--- config.mk ---
export PLATFORM = sky130hd
export DESIGN_NAME = pwl_batch_decoder
export DESIGN_NICKNAME = d
export VERILOG_FILES = /design/src/rtl/daq_params_pkg.sv /design/src/rtl/pwl_lane_gen.sv /design/src/rtl/pwl_batch_decoder.sv
export SDC_FILE = /design/constraint.sdc
export NUM_CORES = 2
export LEC_CHECK = 0
export CORE_ASPECT_RATIO = 1.75
export CORE_MARGIN = 4
export CORE_UTILIZATION = 50
export DETAILED_ROUTE_END_ITERATION = 7
export PLACE_DENSITY = 0.7
export RECOVER_POWER = 25
export SETUP_SLACK_MARGIN = 0.05
export SLEW_MARGIN = 20
export SYNTH_ARGS = -nofsm -noshare
export SYNTH_HDL_FRONTEND = slang
export SYNTH_SLANG_ARGS = --single-unit
--- constraint.sdc ---
create_clock -name clk -period 13.3 [get_ports clk]
set_input_delay 2.66 -clock clk [delete_from_list [all_inputs] [get_ports clk]]
set_output_delay 2.66 -clock clk [all_outputs]
set_load 0.02 [all_outputs]
--- src/rtl/daq_params_pkg.sv ---
`default_nettype none
// +----------------------------------------------------------------------------+
// | Module      : daq_params_pkg                                               |
// | Description : Shared DAQ constants and the PWL segment word layout.         |
// | Revision    : 1.0 - initial PWL decoder support                            |
// +----------------------------------------------------------------------------+
package daq_params_pkg;

    localparam int SAMPLE_WIDTH   = 16;
    localparam int BATCH_SIZE     = 16;
    localparam int DMA_DATA_WIDTH = 64;
    localparam int PWL_ACC_WIDTH  = 56;

    typedef struct packed {
        logic [15:0] x;
        logic [31:0] slope;
        logic [14:0] dt;
        logic        sb;
    } pwl_word_t;

endpackage
`default_nettype wire

--- src/rtl/pwl_lane_gen.sv ---
`default_nettype none
// +----------------------------------------------------------------------------+
// | Module      : pwl_lane_gen                                                 |
// | Description : One ramp lane: (acc + K*slope) >>> 16, wrapped or clamped.    |
// |               PWL_DEC_SATURATE_EN selects clamping to the 16-bit range.     |
// | Revision    : 1.0 - initial release                                        |
// +----------------------------------------------------------------------------+
module pwl_lane_gen
    import daq_params_pkg::*;
#(
    parameter int ACC_WIDTH    = daq_params_pkg::PWL_ACC_WIDTH,
    parameter int SAMPLE_WIDTH = daq_params_pkg::SAMPLE_WIDTH,
    parameter int K            = 0
) (
    input  logic signed [ACC_WIDTH-1:0] acc,
    input  logic signed [31:0]          slope,
    output logic [SAMPLE_WIDTH-1:0]     sample
);

    localparam int              c_K_BITS = 8;
    localparam logic [7:0]      c_K      = 8'(K);

    logic signed [ACC_WIDTH-1:0] w_slope_ext;
    logic signed [ACC_WIDTH-1:0] w_prod;
    logic signed [ACC_WIDTH-1:0] w_sum;
    logic signed [ACC_WIDTH-1:0] w_shift;

    assign w_slope_ext = {{(ACC_WIDTH-32){slope[31]}}, slope};

    // K is a constant, so this unrolls to a fixed shift-add tree.
    always_comb begin
        w_prod = '0;
        for (int i = 0; i < c_K_BITS; i++) begin
            if (c_K[i]) begin
                w_prod = w_prod + (w_slope_ext <<< i);
            end
        end
    end

    assign w_sum   = acc + w_prod;
    assign w_shift = w_sum >>> 16;

`ifdef PWL_DEC_SATURATE_EN
    localparam logic signed [ACC_WIDTH-1:0] c_MAX = {{(ACC_WIDTH-16){1'b0}}, 16'h7FFF};
    localparam logic signed [ACC_WIDTH-1:0] c_MIN = {{(ACC_WIDTH-16){1'b1}}, 16'h8000};

    always_comb begin
        if (w_shift > c_MAX) begin
            sample = 16'h7FFF;
        end else if (w_shift < c_MIN) begin
            sample = 16'h8000;
        end else begin
            sample = SAMPLE_WIDTH'(w_shift);
        end
    end
`else
    assign sample = SAMPLE_WIDTH'(w_shift);
`endif

endmodule
`default_nettype wire

--- src/rtl/pwl_batch_decoder.sv ---
`default_nettype none
// +----------------------------------------------------------------------------+
// | Module      : pwl_batch_decoder                                            |
// | Description : Expands sparse PWL segment words into dense sample batches,   |
// |               one batch per clock. PWL_DEC_SATURATE_EN clamps ramp lanes.   |
// | Revision    : 1.0 - initial release                                        |
// +----------------------------------------------------------------------------+
module pwl_batch_decoder
    import daq_params_pkg::*;
#(
    parameter int SAMPLE_WIDTH   = daq_params_pkg::SAMPLE_WIDTH,
    parameter int BATCH_SIZE     = daq_params_pkg::BATCH_SIZE,
    parameter int DMA_DATA_WIDTH = daq_params_pkg::DMA_DATA_WIDTH,
    parameter int ACC_WIDTH      = daq_params_pkg::PWL_ACC_WIDTH
) (
    input  logic                               clk,
    input  logic                               rst_n,
    input  logic [DMA_DATA_WIDTH-1:0]          s_word,
    input  logic                               s_valid,
    input  logic                               s_last,
    output logic                               s_ready,
    output logic [SAMPLE_WIDTH*BATCH_SIZE-1:0] m_batch,
    output logic                               m_valid,
    output logic                               m_last,
    input  logic                               m_ready,
    output logic                               busy,
    output logic                               seg_err
);

    localparam logic [0:0] S_IDLE = 1'b0;
    localparam logic [0:0] S_RUN  = 1'b1;

    logic [0:0]                  r_state;
    logic [14:0]                 r_cnt;
    logic signed [ACC_WIDTH-1:0] r_acc;
    logic signed [31:0]          r_slope;
    logic [15:0]                 r_x;
    logic                        r_sb;
    logic                        r_last;

    pwl_word_t                   w_word;
    logic [14:0]                 w_dt_eff;
    logic signed [ACC_WIDTH-1:0] w_new_acc;
    logic                        w_idle;
    logic                        w_out_free;
    logic                        w_run_load;
    logic                        w_accept;
    logic                        w_idle_acc;
    logic                        w_load;

    logic signed [ACC_WIDTH-1:0] w_cur_acc;
    logic signed [31:0]          w_cur_slope;
    logic [15:0]                 w_cur_x;
    logic                        w_cur_sb;
    logic                        w_cur_last;
    logic [14:0]                 w_cur_cnt;
    logic signed [ACC_WIDTH-1:0] w_step;
    logic [SAMPLE_WIDTH*BATCH_SIZE-1:0] w_batch;

    assign w_word     = s_word;
    assign w_dt_eff   = (w_word.dt == 15'd0) ? 15'd1 : w_word.dt;
    assign w_new_acc  = {{(ACC_WIDTH-32){w_word.x[15]}}, w_word.x, 16'h0000};

    assign w_idle     = (r_state == S_IDLE);
    assign w_out_free = !m_valid || m_ready;
    assign w_run_load = !w_idle && w_out_free;
    assign s_ready    = rst_n && (w_idle || (w_run_load && (r_cnt == 15'd1)));
    assign w_accept   = s_valid && s_ready;
    assign w_idle_acc = w_idle && w_accept;
    // A word taken in IDLE produces its first batch immediately so it shows one cycle later.
    assign w_load     = w_run_load || (w_idle_acc && w_out_free);
    assign busy       = (r_state == S_RUN);

    assign w_cur_acc   = w_idle ? w_new_acc             : r_acc;
    assign w_cur_slope = w_idle ? signed'(w_word.slope) : r_slope;
    assign w_cur_x     = w_idle ? w_word.x              : r_x;
    assign w_cur_sb    = w_idle ? w_word.sb             : r_sb;
    assign w_cur_last  = w_idle ? s_last                : r_last;
    assign w_cur_cnt   = w_idle ? w_dt_eff              : r_cnt;
    assign w_step      = {{(ACC_WIDTH-32){w_cur_slope[31]}}, w_cur_slope} <<< 4;

    for (genvar k = 0; k < BATCH_SIZE; k++) begin : g_lane
        logic [SAMPLE_WIDTH-1:0] w_ramp;

        pwl_lane_gen #(
            .ACC_WIDTH    (ACC_WIDTH),
            .SAMPLE_WIDTH (SAMPLE_WIDTH),
            .K            (k)
        ) u_lane (
            .acc    (w_cur_acc),
            .slope  (w_cur_slope),
            .sample (w_ramp)
        );

        assign w_batch[k*SAMPLE_WIDTH +: SAMPLE_WIDTH] = w_cur_sb ? w_cur_x : w_ramp;
    end

    always_ff @(posedge clk) begin
        if (!rst_n) begin
            r_state <= S_IDLE;
            r_cnt   <= '0;
            r_acc   <= '0;
            r_slope <= '0;
            r_x     <= '0;
            r_sb    <= 1'b0;
            r_last  <= 1'b0;
            m_batch <= '0;
            m_valid <= 1'b0;
            m_last  <= 1'b0;
            seg_err <= 1'b0;
        end else begin
            if (w_accept && (w_word.dt == 15'd0)) begin
                seg_err <= 1'b1;
            end

            if (w_load) begin
                m_batch <= w_batch;
                m_valid <= 1'b1;
                m_last  <= w_cur_last && (w_cur_cnt == 15'd1);
            end else if (m_ready) begin
                m_valid <= 1'b0;
                m_last  <= 1'b0;
            end

            if (w_idle_acc) begin
                r_x     <= w_word.x;
                r_slope <= signed'(w_word.slope);
                r_sb    <= w_word.sb;
                r_last  <= s_last;
                if (w_out_free) begin
                    r_acc   <= w_cur_acc + w_step;
                    r_cnt   <= w_dt_eff - 15'd1;
                    r_state <= (w_dt_eff == 15'd1) ? S_IDLE : S_RUN;
                end else begin
                    r_acc   <= w_new_acc;
                    r_cnt   <= w_dt_eff;
                    r_state <= S_RUN;
                end
            end else if (w_run_load) begin
                if (r_cnt == 15'd1) begin
                    if (s_valid) begin
                        r_x     <= w_word.x;
                        r_slope <= signed'(w_word.slope);
                        r_sb    <= w_word.sb;
                        r_last  <= s_last;
                        r_acc   <= w_new_acc;
                        r_cnt   <= w_dt_eff;
                    end else begin
                        r_cnt   <= '0;
                        r_state <= S_IDLE;
                    end
                end else begin
                    r_acc <= r_acc + w_step;
                    r_cnt <= r_cnt - 15'd1;
                end
            end
        end
    end

endmodule
`default_nettype wire
# Word-level counts from Yosys, hierarchy flattened
# Index checks and enable logic that the tools add are counted.
# op_classes
addsub	30
eq_ne	5
muxes	58
bitwise	1
reduce_logical	20
# ops
cell	n
$add 32x32->32	26
$mux 16	21
$mux 56	6
$mux 32	5
$add 56x36->56	2
$mux 15	7
$eq 15x1->1 const B	3
$sub 15x1->15 const B	2
$mux 1	19
$logic_not 15->1	1
$logic_and 1x1->1	8
$reduce_bool 2->1	4
$reduce_and 3->1	2
$logic_or 1x1->1	3
$ne 3x3->1 const B	1
$ne 2x1->1 const B	1
$reduce_and 2->1	1
$logic_not 1->1	1
$not 1->1	1
# word_totals
regBits	381
input_bits	69
out_inout_bits	261
word_cells	125

# Logic depth before layout (Yosys ltp)
# logic_depth
ltp_word	11
mapped_depth	42
depth_no_buf	35

# Modules after synthesis
# A second synthesis with hierarchy kept.
# unflattened
hier_cells	7139
hier_area_um2	55879.8
# modules_own_cells
module	instances	cells_each	area_each_um2	seq_area_each_um2
pwl_batch_decoder	1	2907	21760.9	7627.3
pwl_lane_gen (g_lane[15].u_lane)	1	492	4053.9	0.0
pwl_lane_gen (g_lane[7].u_lane)	1	390	3119.2	0.0
pwl_lane_gen (g_lane[14].u_lane)	1	363	3026.7	0.0
pwl_lane_gen (g_lane[11].u_lane)	1	354	3000.4	0.0
pwl_lane_gen (g_lane[13].u_lane)	1	363	2915.3	0.0
pwl_lane_gen (g_lane[6].u_lane)	1	281	2267.2	0.0
pwl_lane_gen (g_lane[3].u_lane)	1	265	2205.9	0.0
pwl_lane_gen (g_lane[5].u_lane)	1	249	2139.6	0.0
pwl_lane_gen (g_lane[10].u_lane)	1	251	2069.5	0.0
pwl_lane_gen (g_lane[12].u_lane)	1	237	1940.6	0.0
pwl_lane_gen (g_lane[9].u_lane)	1	230	1940.6	0.0
pwl_lane_gen (g_lane[2].u_lane)	1	213	1495.2	0.0
pwl_lane_gen (g_lane[1].u_lane)	1	214	1490.2	0.0
+3 rows	--	--	--	--

# Worst setup path before layout
# Ideal clock, no wire load.
# synth_path
path_type	input to register
from	input port s_word[17]
to	register m_batch[253]
setup_ns	0.119
arrival_time_ns	9.785
path_slack_ns	3.397
cell_stages	35
n_path_buf	0
cell_sequence	mux2i_1 > inv_1 > ha_1 > fa_1 > a211oi_1 > o21ai_0 > nand3_1 > nand2_1 > nand2_1 > nand2b_1 > a21o_1 > xor2_1 > ha_1 > nand2_1 > nor2_1 > a211oi_1 > o211ai_1 > a31o_2 > a21oi_1 > o21ai_0 > a21oi_1 > xnor2_1 > inv_1 > fa_1 > inv_1 > ha_1 > a21o_1 > a211o_1 > nor2_1 > o21ai_0 > a31oi_1 > nor2b_1 > o21ai_0 > a21oi_1 > o221a_2
# synth_via
elab_chain_cells	6
# synth_lines
element	line	source
start, declared	pwl_batch_decoder.sv:18	input logic [DMA_DATA_WIDTH-1:0] s_word,
$mux 32 *	pwl_batch_decoder.sv:75	assign w_cur_slope = w_idle ? signed'(w_word.slope) : r_slope;
$add 32x32->32 (2 in series)	pwl_lane_gen.sv:35	w_prod = w_prod + (w_slope_ext <<< i);
$add 32x32->32 *	pwl_lane_gen.sv:35	
$add 32x32->32 *	pwl_lane_gen.sv:40	assign w_sum = acc + w_prod;
$mux 16 *	pwl_batch_decoder.sv:95	assign w_batch[k*SAMPLE_WIDTH +: SAMPLE_WIDTH] = w_cur_sb ? w_cur_x : w_ramp;
end signal, assigned	pwl_batch_decoder.sv:117	m_batch <= w_batch;
end, declared	pwl_batch_decoder.sv:22	output logic [SAMPLE_WIDTH*BATCH_SIZE-1:0] m_batch,
# Every way passes the cells marked *; elsewhere a longest branch is shown, timed or not.
# A chain may end at the register's enable or synchronous reset.

# Worst setup path after layout
# layout_path
from	input port s_word[27]
to	register m_batch[253]
# The elaborated chain is that of the path after synthesis.

==> results_dict.tcl <==
set metrics [dict create \
    fin_util 0.585 \
    worst_pin_slew_ns 1.27 \
    cts_buffer_depth 3 \
    final_area_um2 48100 \
    synth_area_um2 41600 \
    wl_per_cell_um 25.9 \
    place_area_um2 46800 \
    cts_max_level 2 \
    die_area_um2 88100 \
    final_cell_mix "ha_1, a21oi_1, inv_1, o21ai_0, nor2_1" \
    grt_util_all_layers 0.379 \
    r2r_start "busy$_SDFFE_PN0P_" \
    netlist.top_cell.by_area "ha_1" \
    slowest_delay_ns 0.82 \
    seq_area_frac_synth 0.172 \
    synthTopCellsByArea "ha_1, dfxtp_1, fa_1" \
    drc 0 \
    worstHoldPathCells 2 \
    reg2reg_slack_ns 4.23 \
    grt_pass1_vias 40800 \
    vias 41000 \
    ys_ff_latch 357 \
    drt-met1-wl_um 59300 \
    drt-total-wl_um 172000 \
    vias_per_cell 6.18 \
    dpl.hpwl_um 137000 \
    finalCritPeriodShare 0.821 \
    r2r-end "m_batch[253]$_SDFFE_PN0P_" \
    arrival_ns 11.43 \
    root_buffer "clkbuf_16" \
    fin_hold_ws_ns 0.462 \
    coreArea_um2 82300 \
    worst_setup_path_start_kind "input pin" \
    cts_hold_buf 0 \
    synthCells 5198 \
    synth_top_cell_area_share 0.174 \
    slew-limit-headroom 0.153 \
    reg2regPathDepth 33 \
    cts_tree "done" \
    hold_class "register to register" \
    final_cells 6630 \
    yosys_warnings 0 \
    fillers 7657 \
    peakVddDrop_mv 0.113 \
    powerDensity_nw_per_um2 166 \
    cts_num_sinks 357 \
    dr_wl_met3_um 10400 \
    grt_setup_unrepaired "false" \
    worst_path_most_repeated_cell "a21oi_1" \
    synth.avg_cell_area_um2 8.01 \
    postCtsSetupRepairBufs 0 \
    holdCritStartpoint "r_slope[16]$_SDFFE_PN0P_" \
    cts_made_buffers 39 \
    power_leakage_nw 23.6 \
    crit_fanout 12 \
    layout_min_cycle_time_ns 10.92 \
    grt_max_degree 142 \
    clkLatencyLatePin_ns 0.64 \
    numPortBuffers 329 \
    fp.dieH_um 390 \
    clk_pin_slew_ns 0.07 \
    synth.distinct_cells 98 \
    overflow 0 \
    nNetsFinal 6397 \
    drt_iter0_drc 3070 \
    post_cts_resized 0 \
    gp_congestion 1.08 \
    syn2layout_area_growth_pct 15.6 \
    synth_edf_count 0 \
    ys.flop_type "dfxtp_1" \
    path_class "input pin to register" \
    drive_gt1_frac 0.0555 \
    hold_viol 0 \
    async_flop_share 0 \
    antenna_found_initial 1 \
    final_antenna_net_count 0 \
    first_pass_iters 8 \
    placement_rows 139 \
    start_util 0.506 \
    top_layer_used "met4" \
    drv_slew 0 \
    clock_skew_ns 0.0505 \
    cp_data_required_time_ns 13.81 \
    io_pins 330 \
    outcome "completed" \
    synthesis.nets 6052 \
    final_common_cell "ha_1" \
    finalSetupViolCount 0 \
    wl_met2_um 80700 \
    hold_end "r_slope[16]$_SDFFE_PN0P_" \
    fmax_ghz 0.0916 \
    grt_pass1_wl_um 252000 \
    dp_cells 6559 \
    finalSetupTns_ns 0 \
    crit_path_end_kind "register" \
    die_w_um 226 \
    cap_viol_max_count 0 \
    cp_slowest_cell "clkdlybuf4s50_1" \
]
-- layout make-up --
type / instances / area, µm² / share of cell area
multi-input cells: 4200 / 32200 / 0.669
flip-flops and latches: 357 / 7150 / 0.149
repair buffers: 466 / 4350 / 0.0904
inverters: 479 / 1800 / 0.0373
well taps: 1057 / 1320 / 0.0275
clock buffers: 51 / 1090 / 0.0227
clock inverters: 19 / 243 / 0.00504
diodes: 1 / 2.50 / 0.0000520
-- through the flow --
step	worst slack, ns	power [mW]
floorplan	3.40	4.99
global placement	2.13	6.66
detailed placement	2.06	6.70
CTS	2.69	7.93
global route	1.84	8.53
finish	2.38	7.97
-- synthesized netlist by cell type (25+ instances only) --
| cell | n |
|---|---|
| o31ai_1 | 25 |
| dfxtp_1 | 357 |
| nor2b_1 | 57 |
| o21a_1 | 85 |
| nand4_1 | 37 |
| a21oi_1 | 553 |
| a21boi_0 | 63 |
| a21o_1 | 211 |
| o21bai_1 | 57 |
| xnor2_1 | 221 |
| ha_1 | 580 |
| fa_1 | 205 |
| nand2_1 | 323 |
| xor2_1 | 131 |
| o211ai_1 | 30 |
| a31oi_1 | 51 |
| o21ai_0 | 429 |
| or3_1 | 28 |
| mux2i_1 | 41 |
| nand2b_1 | 50 |
| o221a_2 | 29 |
| nor2_1 | 413 |
| and3_1 | 38 |
| inv_1 | 479 |
| clkbuf_1 | 144 |
| nor3_1 | 72 |
| nand3_1 | 81 |
| a211oi_1 | 35 |
-- sequential cells by signal (all words and copies together) (netlist names) --
signal and cells:
busy 1, m_batch 256, m_last 1, m_valid 1, r_acc 32, r_cnt 15, r_last 1, r_sb 1
r_slope 32, r_x 16, seg_err 1
-- cells by family after synthesis --
family | synth area share
fa+ha+maj | 0.273
buf+inv | 0.0581
mux | 0.0109
xor+xnor | 0.0740
flops | 0.172
compound gates | 0.277
simple gates | 0.135
-- worst max path at each step --
stage          startpoint                        end  slack [ns]  cells after the start
2_1_floorplan  s_word[17]  m_batch[253]$_SDFFE_PN0P_        3.40                     35
3_3_place_gp   s_word[23]  m_batch[254]$_SDFFE_PN0P_        2.13                     34
3_5_place_dp   s_word[21]  m_batch[254]$_SDFFE_PN0P_        2.06                     34
4_1_cts        s_word[21]  m_batch[253]$_SDFFE_PN0P_        2.69                     34
5_1_grt        s_word[27]  m_batch[253]$_SDFFE_PN0P_        1.84                     36
6_report       s_word[27]  m_batch[253]$_SDFFE_PN0P_        2.38                     36
-- per-layer routing --
| metal | track usage | up-vias |
|---|---|---|
| met2 | 0.642 | 1721 |
| li1 | - | 19200 |
| met4 | 0.363 | 0 |
| met3 | 0.0620 | 697 |
| met1 | 0.390 | 19300 |
| met5 | 0 | - |
-- power by group --
part / switching, mW / leakage (nW) / internal (mW)
Combinational: 3.28 / 20.0 / 2.11
Sequential: 0.144 / 2.95 / 1.25
Clock: 0.540 / 0.649 / 0.646
Total: 3.97 / 23.6 / 4.01
-- worst max-delay path, delay by kind of cell --
kind | cells | cell delay, ns
adder cells (fa/ha/maj) | 4 | 1.70
XOR/XNOR | 2 | 0.57
multiplexers | 1 | 0.18
buffers and inverters | 6 | 1.74
AO/OA/AOI/OAI | 19 | 4.23
AND/OR/NAND/NOR | 4 | 0.31
Power figures use the tool's default switching activity.
